[src/rtl/otter_mem_arbiter.sv]
// otter_mem_arbiter
// Shares the single OTTER memory port between instruction fetch (IF) and
// data load/store (D). One transaction is outstanding at a time; the
// registered response is routed back to the requester that owns it.
// D wins arbitration, but after MAX_STREAK consecutive D grants while IF
// is waiting, IF is served next.
//
// Ports
//   clk_i, rst_ni                 clock, asynchronous active-low reset
//   if_req_i, if_addr_i           fetch request (held until if_gnt_o)
//   if_gnt_o                      fetch accepted this cycle
//   if_rvalid_o, if_rdata_o       one-cycle fetch response pulse + word
//   d_req_i, d_we_i, d_be_i,      data request (held until d_gnt_o)
//   d_addr_i, d_wdata_i
//   d_gnt_o                       data request accepted this cycle
//   d_rvalid_o, d_rdata_o         one-cycle data response; rdata 0 for stores
//   mem_req_o, mem_we_o, mem_be_o,
//   mem_addr_o, mem_wdata_o       request to memory, fields of selected requester
//   mem_ready_i                   memory accepts the request this cycle
//   mem_rvalid_i, mem_rdata_i     completion of the outstanding transaction
//   busy_o                        a transaction is outstanding
module otter_mem_arbiter #(
    parameter int ADDR_W     = 32,
    parameter int DATA_W     = 32,
    parameter int MAX_STREAK = 4
) (
    input  logic                clk_i,
    input  logic                rst_ni,
    input  logic                if_req_i,
    input  logic [ADDR_W-1:0]   if_addr_i,
    output logic                if_gnt_o,
    output logic                if_rvalid_o,
    output logic [DATA_W-1:0]   if_rdata_o,
    input  logic                d_req_i,
    input  logic                d_we_i,
    input  logic [DATA_W/8-1:0] d_be_i,
    input  logic [ADDR_W-1:0]   d_addr_i,
    input  logic [DATA_W-1:0]   d_wdata_i,
    output logic                d_gnt_o,
    output logic                d_rvalid_o,
    output logic [DATA_W-1:0]   d_rdata_o,
    output logic                mem_req_o,
    output logic                mem_we_o,
    output logic [DATA_W/8-1:0] mem_be_o,
    output logic [ADDR_W-1:0]   mem_addr_o,
    output logic [DATA_W-1:0]   mem_wdata_o,
    input  logic                mem_ready_i,
    input  logic                mem_rvalid_i,
    input  logic [DATA_W-1:0]   mem_rdata_i,
    output logic                busy_o
);
    localparam int SW = $clog2(MAX_STREAK + 1);
    localparam logic [SW-1:0] STREAK_MAX = SW'(MAX_STREAK);

    typedef enum logic [1:0] {
        IDLE    = 2'd0,
        WAIT_IF = 2'd1,
        WAIT_D  = 2'd2
    } state_e;

    state_e              state_q, state_d;
    logic [SW-1:0]       streak_q, streak_d;
    logic                store_q, store_d;
    logic                if_rvalid_q, if_rvalid_d;
    logic [DATA_W-1:0]   if_rdata_q, if_rdata_d;
    logic                d_rvalid_q, d_rvalid_d;
    logic [DATA_W-1:0]   d_rdata_q, d_rdata_d;

    logic sel_d, sel_if;

    // D is preferred unless IF is waiting and D has used up its streak.
    assign sel_d  = d_req_i && (!if_req_i || (streak_q < STREAK_MAX));
    assign sel_if = if_req_i && !sel_d;

    always_comb begin
        state_d     = state_q;
        streak_d    = streak_q;
        store_d     = store_q;
        if_rvalid_d = 1'b0;
        d_rvalid_d  = 1'b0;
        if_rdata_d  = if_rdata_q;
        d_rdata_d   = d_rdata_q;
        mem_req_o   = 1'b0;
        mem_we_o    = 1'b0;
        mem_be_o    = '0;
        mem_addr_o  = '0;
        mem_wdata_o = '0;
        if_gnt_o    = 1'b0;
        d_gnt_o     = 1'b0;

        unique case (state_q)
            IDLE: begin
                mem_req_o = if_req_i | d_req_i;
                if (sel_d) begin
                    mem_we_o    = d_we_i;
                    mem_be_o    = d_be_i;
                    mem_addr_o  = d_addr_i;
                    mem_wdata_o = d_wdata_i;
                end else if (sel_if) begin
                    // Fetch is always a full-word read.
                    mem_addr_o = if_addr_i;
                    mem_be_o   = '1;
                end

                if (mem_ready_i) begin
                    if (sel_d) begin
                        d_gnt_o  = 1'b1;
                        state_d  = WAIT_D;
                        store_d  = d_we_i;
                        // Streak only counts D grants that made IF wait.
                        if (if_req_i) begin
                            if (streak_q < STREAK_MAX) begin
                                streak_d = streak_q + 1'b1;
                            end
                        end else begin
                            streak_d = '0;
                        end
                    end else if (sel_if) begin
                        if_gnt_o = 1'b1;
                        state_d  = WAIT_IF;
                        streak_d = '0;
                    end
                end
            end
            WAIT_IF: begin
                if (mem_rvalid_i) begin
                    if_rvalid_d = 1'b1;
                    if_rdata_d  = mem_rdata_i;
                    state_d     = IDLE;
                end
            end
            WAIT_D: begin
                if (mem_rvalid_i) begin
                    d_rvalid_d = 1'b1;
                    d_rdata_d  = store_q ? '0 : mem_rdata_i;
                    state_d    = IDLE;
                end
            end
            default: state_d = IDLE;
        endcase
    end

    always_ff @(posedge clk_i or negedge rst_ni) begin
        if (!rst_ni) begin
            state_q     <= IDLE;
            streak_q    <= '0;
            store_q     <= 1'b0;
            if_rvalid_q <= 1'b0;
            if_rdata_q  <= '0;
            d_rvalid_q  <= 1'b0;
            d_rdata_q   <= '0;
        end else begin
            state_q     <= state_d;
            streak_q    <= streak_d;
            store_q     <= store_d;
            if_rvalid_q <= if_rvalid_d;
            if_rdata_q  <= if_rdata_d;
            d_rvalid_q  <= d_rvalid_d;
            d_rdata_q   <= d_rdata_d;
        end
    end

    assign if_rvalid_o = if_rvalid_q;
    assign if_rdata_o  = if_rdata_q;
    assign d_rvalid_o  = d_rvalid_q;
    assign d_rdata_o   = d_rdata_q;
    assign busy_o      = (state_q != IDLE);

endmodule

[config.mk]
export PLATFORM = sky130hd
export DESIGN_NAME = otter_mem_arbiter
export DESIGN_NICKNAME = d
export VERILOG_FILES = /design/src/rtl/otter_mem_arbiter.sv
export SDC_FILE = /design/constraint.sdc
export NUM_CORES = 1
export LEC_CHECK = 0
export BUFFER_PORTS_ARGS = -buffer_cell sky130_fd_sc_hd__buf_2
export CAP_MARGIN = 20
export CORE_AREA = 2 2 109 111
export CTS_BUF_LIST = sky130_fd_sc_hd__clkbuf_8
export CTS_CLUSTER_DIAMETER = 50
export DETAILED_ROUTE_END_ITERATION = 16
export DIE_AREA = 0 0 111 113
export GPL_TIMING_DRIVEN = 0
export PLACE_DENSITY_LB_ADDON = 0.08
export SETUP_SLACK_MARGIN = 0.1
export SYNTH_ARGS = -nofsm -noshare
export SYNTH_HDL_FRONTEND = slang
export SYNTH_SLANG_ARGS = --single-unit
export TNS_END_PERCENT = 50
[constraint.sdc]
create_clock -name clk_i -period 1.8 [get_ports clk_i]
set_input_delay 0 -clock clk_i [delete_from_list [all_inputs] [get_ports clk_i]]
set_output_delay 0 -clock clk_i [all_outputs]
set_load 0.02 [all_outputs]
==> impl_metrics.ini, run 1 <==
[hold_path]
min-delay-path-class = in -> reg
hold-path-cell-count = 3
hold-path-endpoint = state_q[1]
hold_path.startpoint = mem_ready_i

[worst_setup_path]
timing.critical_path.from_type = flip-flop
reg2reg_to = if_rdata_o[12]
register_to_register_setup_slack_ns = 0.18
setup.worst_path.class = reg -> out
worstPathMaxFanout = 7
reg2reg_depth = 6
worst_ep_arrival_time_ns = 1.81
crit_path_end_kind = primary output
r2r-start = state_q[1]
worstPathRequired_ns = 1.80

[synthesis]
netlist.area_leader.share = 0.498
ys.flop_type = sky130_fd_sc_hd__dfrtp_1
synth.net_count = 478
post_synth_and_or_nand_nor_area_fraction = 0.180
synth_edf_count = 0
part_of_the_yosys_area_used_for_sequential_elements = 0.498
ys_async_sr_fraction = 1.00
main_combinational_cell_family_by_area_after_synthesis = simple AND/OR/NAND/NOR gates
synthTopCellsByArea = sky130_fd_sc_hd__dfrtp_1, sky130_fd_sc_hd__mux2_2, sky130_fd_sc_hd__nand2b_1
synth-adder-area-share = 0.0138
ys_warn_count = 0
post-synth-top-area-cell = sky130_fd_sc_hd__dfrtp_1
synthCells = 335
synth_compound_gate_area_share = 0.153
syn_area_per_cell_um2 = 10.8
post_synth_xor_area_fraction = 0
synthMuxAreaShare = 0.106
mappedNetlistArea_um2 = 3620
synthDistinctLibCells = 29
ys_seq_elements = 72

[sta]
worst_hold_slack_ns = 0.0747
timing_worst_slew_pin_value_ns = 0.401
setup_viol = 2
timing.final.crit_share = 1.01
worst_slack_ns = -0.00997
report.final.slew_viol_count = 0
timing.slew.headroom = 0.733
final_hold_viol_count = 0
max_freq_mhz = 552
setup_tns_ns = -0.0147
grt_setup_unrepaired = yes
clock_skew_ns = 0.00622
minimum_period_implied_by_the_final_worst_setup_slack_ns = 1.81

[power]
fraction_of_power_spent_switching_nets = 0.431
combinationalPowerShare = 0.609
leakagePower_nw = 3.43
fin_total_pwr_mw = 9.66
p_int_mw = 5.50
power_switching_mw = 4.16
clock_power_share = 0.116
power_density_nw_per_um2 = 1540
power.share.sequential = 0.275
vdd_ir_drop_max_mv = 0.824

[global_routing]
grt_max_degree = 45
first_pass_grt_wire_length_um = 19600
vias_in_the_first_global_route = 3781
grt-ovfl-total = 0
grt.total_usage = 0.195
grt_antenna_before_repair = 1

[placement]
gp_congestion = 0.820
pre_cts_slack_ns = -0.102
placement.cell_area_um2 = 5220
dp.cells = 756
port-buffer-count = 277
hpwlAfterDp_um = 9740

[cts]
max-clock-path-buffers = 2
tritoncts_clock_tree = done
cts_root_buffer = sky130_fd_sc_hd__clkbuf_8
cts-buffers-inserted = 9
numClockSinks = 72
path_clk_slew_ns = 0.07
cts-htree-levels = 3
worst_skew_pair.late_latency_ns = 0.34

[cells_and_area]
finish.cell_count_without_fillers = 822
final_core_utilization = 0.556
post-route-cell-area_um2 = 6260
fillers = 1043
num-nets-final = 816
area.growth.synth_to_final_pct = 73.1
multiInputGateArea_um2 = 1730
area.sequential_um2 = 1800
drive_gt1_frac = 0.594

[floorplan]
num_rows = 39
floorplan.die.width_um = 111
die-area_um2 = 12500
floorplan.io_pins = 278
floorplan.initialDensity = 0.321
fp.dieH_um = 113
design.core.area_um2 = 11300

[routing]
drt_first_iter_violations = 143
post-route-drc-count = 0
wl_um = 12900
1st_pass_router_iterations = 4
postRouteAntennaNets = 0
post_drt_via_cell_ratio = 4.61
wl_per_cell_um = 15.7
routed-via-count = 3786

[status]
status = complete, but fails checks
violations = negative setup slack

[job]
max_capacitance_violation_count = 0
==> cells in the final DEF (no fill, tap or decap), types with 8 or more instances in the layout <==
master and n:
sky130_fd_sc_hd__a22o_1 13, sky130_fd_sc_hd__a22o_2 13, sky130_fd_sc_hd__a22o_4 8, sky130_fd_sc_hd__and3_1 29, sky130_fd_sc_hd__buf_2 242, sky130_fd_sc_hd__buf_4 17, sky130_fd_sc_hd__buf_6 40, sky130_fd_sc_hd__clkbuf_8 10
sky130_fd_sc_hd__dfrtp_1 72, sky130_fd_sc_hd__dlygate4sd3_1 34, sky130_fd_sc_hd__mux2_2 34, sky130_fd_sc_hd__nand2_1 39, sky130_fd_sc_hd__nand2b_1 34, sky130_fd_sc_hd__o21ai_0 33
==> registers in the layout, indices dropped and copies added, names as in the netlist <==
name and cells:
state_q 2, store_q 1, d_rdata_o 32, if_rdata_o 32, if_rvalid_o 1, d_rvalid_o 1
streak_q 3
==> worst max path at each step <==
stage,startpoint,endpoint,slack [ns],cells after the start
floorplan,state_q[0],store_q,0.16,5
global placement,state_q[1],mem_addr_o[18],-0.08,7
detailed placement,state_q[0],mem_addr_o[18],-0.10,7
CTS,state_q[1],mem_addr_o[18],0.001,7
global route,state_q[1],mem_addr_o[4],-0.11,8
finish,state_q[1],mem_addr_o[20],-0.01,7
==> per-layer routing <==
metal / track usage / share of wire
met5: 0 / 0
met1: 0.234 / 0.41
met3: 0.0653 / 0.074
met2: 0.343 / 0.52
met4: 0.0392 / 0.0044
==> power by group through the flow <==
stage          Sequential, mW  Combinational (mW)  Clock [mW]
6_report                 2.66                5.88        1.12
5_1_grt                  2.74                6.34        1.22
4_1_cts                  2.66                5.78        1.16
3_5_place_dp             2.68                5.00           0
3_3_place_gp             2.65                4.93           0
2_1_floorplan            3.45                2.44           0
==> cell type report <==
class                   instances  area share
multi-input cells             231       0.276
inverters                       5     0.00379
well taps                     143      0.0286
flip-flops and latches         72       0.288
clock buffers                   9      0.0198
plain buffers                  27      0.0371
repair buffers                327       0.339
diodes                          1    0.000399
clock inverters                 7     0.00779
==> logic make-up (layout without fill, tap and decap cells) <==
family,count (synthesis),in the layout
muxes,34,34
AOI/OAI and AO/OA,76,76
and+or+nand+nor,117,117
DFF,72,72
adders and majority gates,4,4
buffers and inverters,32,375
other,0,1
==> critical path, stage by stage (launching register included) <==
cell and delay (ns):
sky130_fd_sc_hd__dfrtp_1 0.41, sky130_fd_sc_hd__inv_2 0.08, sky130_fd_sc_hd__ha_4 0.18, sky130_fd_sc_hd__and2_4 0.14, sky130_fd_sc_hd__buf_12 0.14, sky130_fd_sc_hd__buf_6 0.13
sky130_fd_sc_hd__a22o_2 0.27, sky130_fd_sc_hd__buf_6 0.13
==> synth_stat cells (2+ instances only) <==
library cell	count
sky130_fd_sc_hd__nand2_1	40
sky130_fd_sc_hd__buf_6	7
sky130_fd_sc_hd__nand2b_1	34
sky130_fd_sc_hd__ha_1	4
sky130_fd_sc_hd__and3_1	29
sky130_fd_sc_hd__and3_2	5
sky130_fd_sc_hd__a21oi_1	4
sky130_fd_sc_hd__mux2_2	34
sky130_fd_sc_hd__dfrtp_1	72
sky130_fd_sc_hd__o21ai_0	33
sky130_fd_sc_hd__inv_1	4
sky130_fd_sc_hd__a22o_2	20
sky130_fd_sc_hd__buf_1	2
sky130_fd_sc_hd__a22o_1	14
sky130_fd_sc_hd__nor2_1	3
sky130_fd_sc_hd__clkbuf_1	15
sky130_fd_sc_hd__buf_2	3
==> what timing repair did <==
action | CTS | global route
gates cloned | 4 | 0
endpoints found under the setup margin | 130 | 123
hold buffers | 34 | 0
setup buffers | 8 | 3
pin swaps | 12 | 4
resized for setup | 101 | 32
endpoints found under the hold margin | 137 | 0
No activity file was read; power rests on OpenSTA's default activity.
==> run 2, diff against run 1 <==
--- a/config.mk
+++ b/config.mk
@@ -5,13 +5,14 @@
 export SDC_FILE = /design/constraint.sdc
 export NUM_CORES = 1
 export LEC_CHECK = 0
+export ABC_AREA = 1
 export BUFFER_PORTS_ARGS = -buffer_cell sky130_fd_sc_hd__buf_2
 export CAP_MARGIN = 20
-export CORE_AREA = 2 2 109 111
+export CORE_AREA = 2 2 107 109
 export CTS_BUF_LIST = sky130_fd_sc_hd__clkbuf_8
 export CTS_CLUSTER_DIAMETER = 50
 export DETAILED_ROUTE_END_ITERATION = 16
-export DIE_AREA = 0 0 111 113
+export DIE_AREA = 0 0 109 111
 export GPL_TIMING_DRIVEN = 0
 export PLACE_DENSITY_LB_ADDON = 0.08
 export SETUP_SLACK_MARGIN = 0.1
==> run 2 against run 1 <==
Compared with the run above: the run now ends clean; register-to-register slack improved by 0.04 ns; synthesized cell count rose by 53%; global-route usage rose by 3.4 points; via count rose by 20%; die area fell by 3.5%; flip-flop and latch count did not move; clock skew rose by 0.0061 ns; worst hold slack got worse by 0.031 ns; worst setup slack improved by 0.034 ns; largest cell class unchanged; highest routed layer unchanged.
==> impl_metrics.ini, run 2 <==
[power]
combinationalPowerShare = 0.597
fraction_of_power_spent_switching_nets = 0.461
p_int_mw = 5.35
vdd_ir_drop_max_mv = 0.699
power.share.sequential = 0.265
leakagePower_nw = 3.76
power_switching_mw = 4.59
power_density_nw_per_um2 = 1510
clock_power_share = 0.138

[cts]
path_clk_slew_ns = 0.08
tritoncts_clock_tree = done
numClockSinks = 72
cts_root_buffer = sky130_fd_sc_hd__clkbuf_8
worst_skew_pair.late_latency_ns = 0.34
cts-htree-levels = 3
max-clock-path-buffers = 2
cts-buffers-inserted = 9

[floorplan]
fp.dieH_um = 111
design.core.area_um2 = 11100
die-area_um2 = 12100
floorplan.initialDensity = 0.341
floorplan.io_pins = 278
num_rows = 39
floorplan.die.width_um = 109

[cells_and_area]
drive_gt1_frac = 0.456
area.growth.synth_to_final_pct = 74.8
num-nets-final = 992
fillers = 1024
post-route-cell-area_um2 = 6600
layout_commonest_cell = sky130_fd_sc_hd__buf_2
final_cell_mix = sky130_fd_sc_hd__buf_2, sky130_fd_sc_hd__nand2_1, sky130_fd_sc_hd__dfrtp_1, sky130_fd_sc_hd__buf_4, sky130_fd_sc_hd__inv_1
antenna_cells_inserted = 0
final_core_utilization = 0.596

[synthesis]
netlist.area_leader.share = 0.477
post-synth-top-area-cell = sky130_fd_sc_hd__dfrtp_1
ys_seq_elements = 72
syn_area_per_cell_um2 = 7.36
synth_compound_gate_area_share = 0.111
most_instantiated_library_cell_after_synthesis = sky130_fd_sc_hd__nand2_1
ys.flop_type = sky130_fd_sc_hd__dfrtp_1
synthCells = 513
ys_warn_count = 0
synth_top_cells_by_count = sky130_fd_sc_hd__nand2_1, sky130_fd_sc_hd__dfrtp_1, sky130_fd_sc_hd__inv_1
synthDistinctLibCells = 21
synthTopCellsByArea = sky130_fd_sc_hd__dfrtp_1, sky130_fd_sc_hd__nand2_1, sky130_fd_sc_hd__o21ai_0
synthMuxAreaShare = 0
mappedNetlistArea_um2 = 3780
post_synth_xor_area_fraction = 0
synth.net_count = 656
post_synth_and_or_nand_nor_area_fraction = 0.285
synth_edf_count = 0
main_combinational_cell_family_by_area_after_synthesis = simple AND/OR/NAND/NOR gates
part_of_the_yosys_area_used_for_sequential_elements = 0.477
ys_async_sr_fraction = 1.00
synth-adder-area-share = 0.0132

[job]
max_capacitance_violation_count = 0

[global_routing]
vias_in_the_first_global_route = 4461
grt_antenna_before_repair = 0
grt.total_usage = 0.228
grt-ovfl-total = 0
grt_max_degree = 65
first_pass_grt_wire_length_um = 21800

[status]
status = complete, no violations

[worst_setup_path]
crit_path_end_kind = primary output
r2r-start = state_q[0]
timing.critical_path.from_type = flip-flop
critPathLaunch = state_q[0]
worstPathRequired_ns = 1.80
worstPathMaxFanout = 10
setup.worst_path.class = reg -> out
worst_ep_arrival_time_ns = 1.78

[sta]
max_freq_mhz = 563
grt_setup_unrepaired = yes
worst_hold_slack_ns = 0.0433
final_hold_viol_count = 0
setup_viol = 0
timing.final.crit_share = 0.987
minimum_period_implied_by_the_final_worst_setup_slack_ns = 1.78
timing_worst_slew_pin_value_ns = 0.443
report.final.slew_viol_count = 0
timing.slew.headroom = 0.704
clock_skew_ns = 0.0124

[routing]
wl_per_cell_um = 13.9
postRouteAntennaNets = 0
routed-via-count = 4551
post_drt_via_cell_ratio = 4.56
1st_pass_router_iterations = 4
wl_um = 13900
post-route-drc-count = 0
drt_first_iter_violations = 295

[placement]
port-buffer-count = 277
placement.cell_area_um2 = 5370
gp_congestion = 0.914
hpwlAfterDp_um = 10300

[hold_path]
min-delay-path-class = in -> async
==> run 2: cell count changes after synthesis, sizes merged, moves of 35 or more <==
cell / delta
o21ai: +40
nor2: +35
inv: +51
nand2: +153
==> run 2: power by group through the flow <==
stage	registers (mW)	clock network, mW	logic [mW]
5_1_grt	2.71	1.48	6.45
6_report	2.63	1.37	5.93
3_3_place_gp	2.63	0	4.85
2_1_floorplan	3.38	0	2.34
4_1_cts	2.63	1.41	5.56
3_5_place_dp	2.65	0	4.91
==> run 2: cells by family (layout without fill, tap and decap cells) <==
logic type / count (synthesis) / in the layout
simple gates: 267 / 267
fa+ha+maj: 4 / 4
buf+inv: 90 / 431
compound gates: 80 / 80
flops: 72 / 72
==> run 2: repair_timing <==
item	in CTS	in global routing
gates cloned	1	1
pin swaps	1	0
endpoints found under the setup margin	69	102
resized for setup	87	100
hold buffers	35	0
buffers inserted	9	1
endpoints found under the hold margin	138	0
==> run 2: metal layers <==
layer,part of all wire,track usage
met5,0,0
met4,0.025,0.0761
met3,0.063,0.0517
met2,0.52,0.399
met1,0.39,0.272
==> run 2: worst paths after layout <==
| path | cells past startpoint | slack, ns | end |
|---|---|---|---|
| min in group clk_i | 5 | 0.05 | state_q[1] |
| worst max-delay path | 10 | 0.02 | mem_wdata_o[3] |
| worst min-delay path | 2 | 0.04 | d_rdata_o[3] |
| worst min register to register | 2 | 0.48 | if_rdata_o[26] |
| worst max register to register | 7 | 0.22 | if_rdata_o[14] |
| max in group asynchronous | 3 | 1.22 | if_rdata_o[8] |
==> run 2: cell type report <==
| cell class | instances | area (µm²) | share of cell area |
|---|---|---|---|
| inverters | 56 | 226 | 0.0343 |
| plain buffers | 34 | 278 | 0.0421 |
| flip-flops and latches | 72 | 1800 | 0.273 |
| clock inverters | 7 | 88.8 | 0.0135 |
| repair buffers | 325 | 2150 | 0.326 |
| well taps | 143 | 179 | 0.0271 |
| clock buffers | 9 | 124 | 0.0188 |
| multi-input cells | 351 | 1750 | 0.265 |
==> run 2: critical path, cell delays in order, from the launching register on <==
cell                      delay [ns]
sky130_fd_sc_hd__dfrtp_1        0.39
sky130_fd_sc_hd__inv_2          0.09
sky130_fd_sc_hd__ha_4           0.13
sky130_fd_sc_hd__buf_6          0.11
sky130_fd_sc_hd__inv_8          0.04
sky130_fd_sc_hd__nor2_8         0.09
sky130_fd_sc_hd__buf_12         0.14
sky130_fd_sc_hd__inv_6          0.05
sky130_fd_sc_hd__buf_6          0.14
sky130_fd_sc_hd__nor2_1         0.10
sky130_fd_sc_hd__buf_4          0.15
==> run 2: through the flow <==
step	TNS (ns)	cells	worst slack [ns]	total power [mW]
after floorplan	0	513	0.296	5.73
after global placement	0	933	0.166	7.48
after detailed placement	0	934	0.135	7.56
after CTS	0	995	0.0171	9.60
after global routing	-2.00	997	-0.0726	10.6
final	0	997	0.0243	9.94
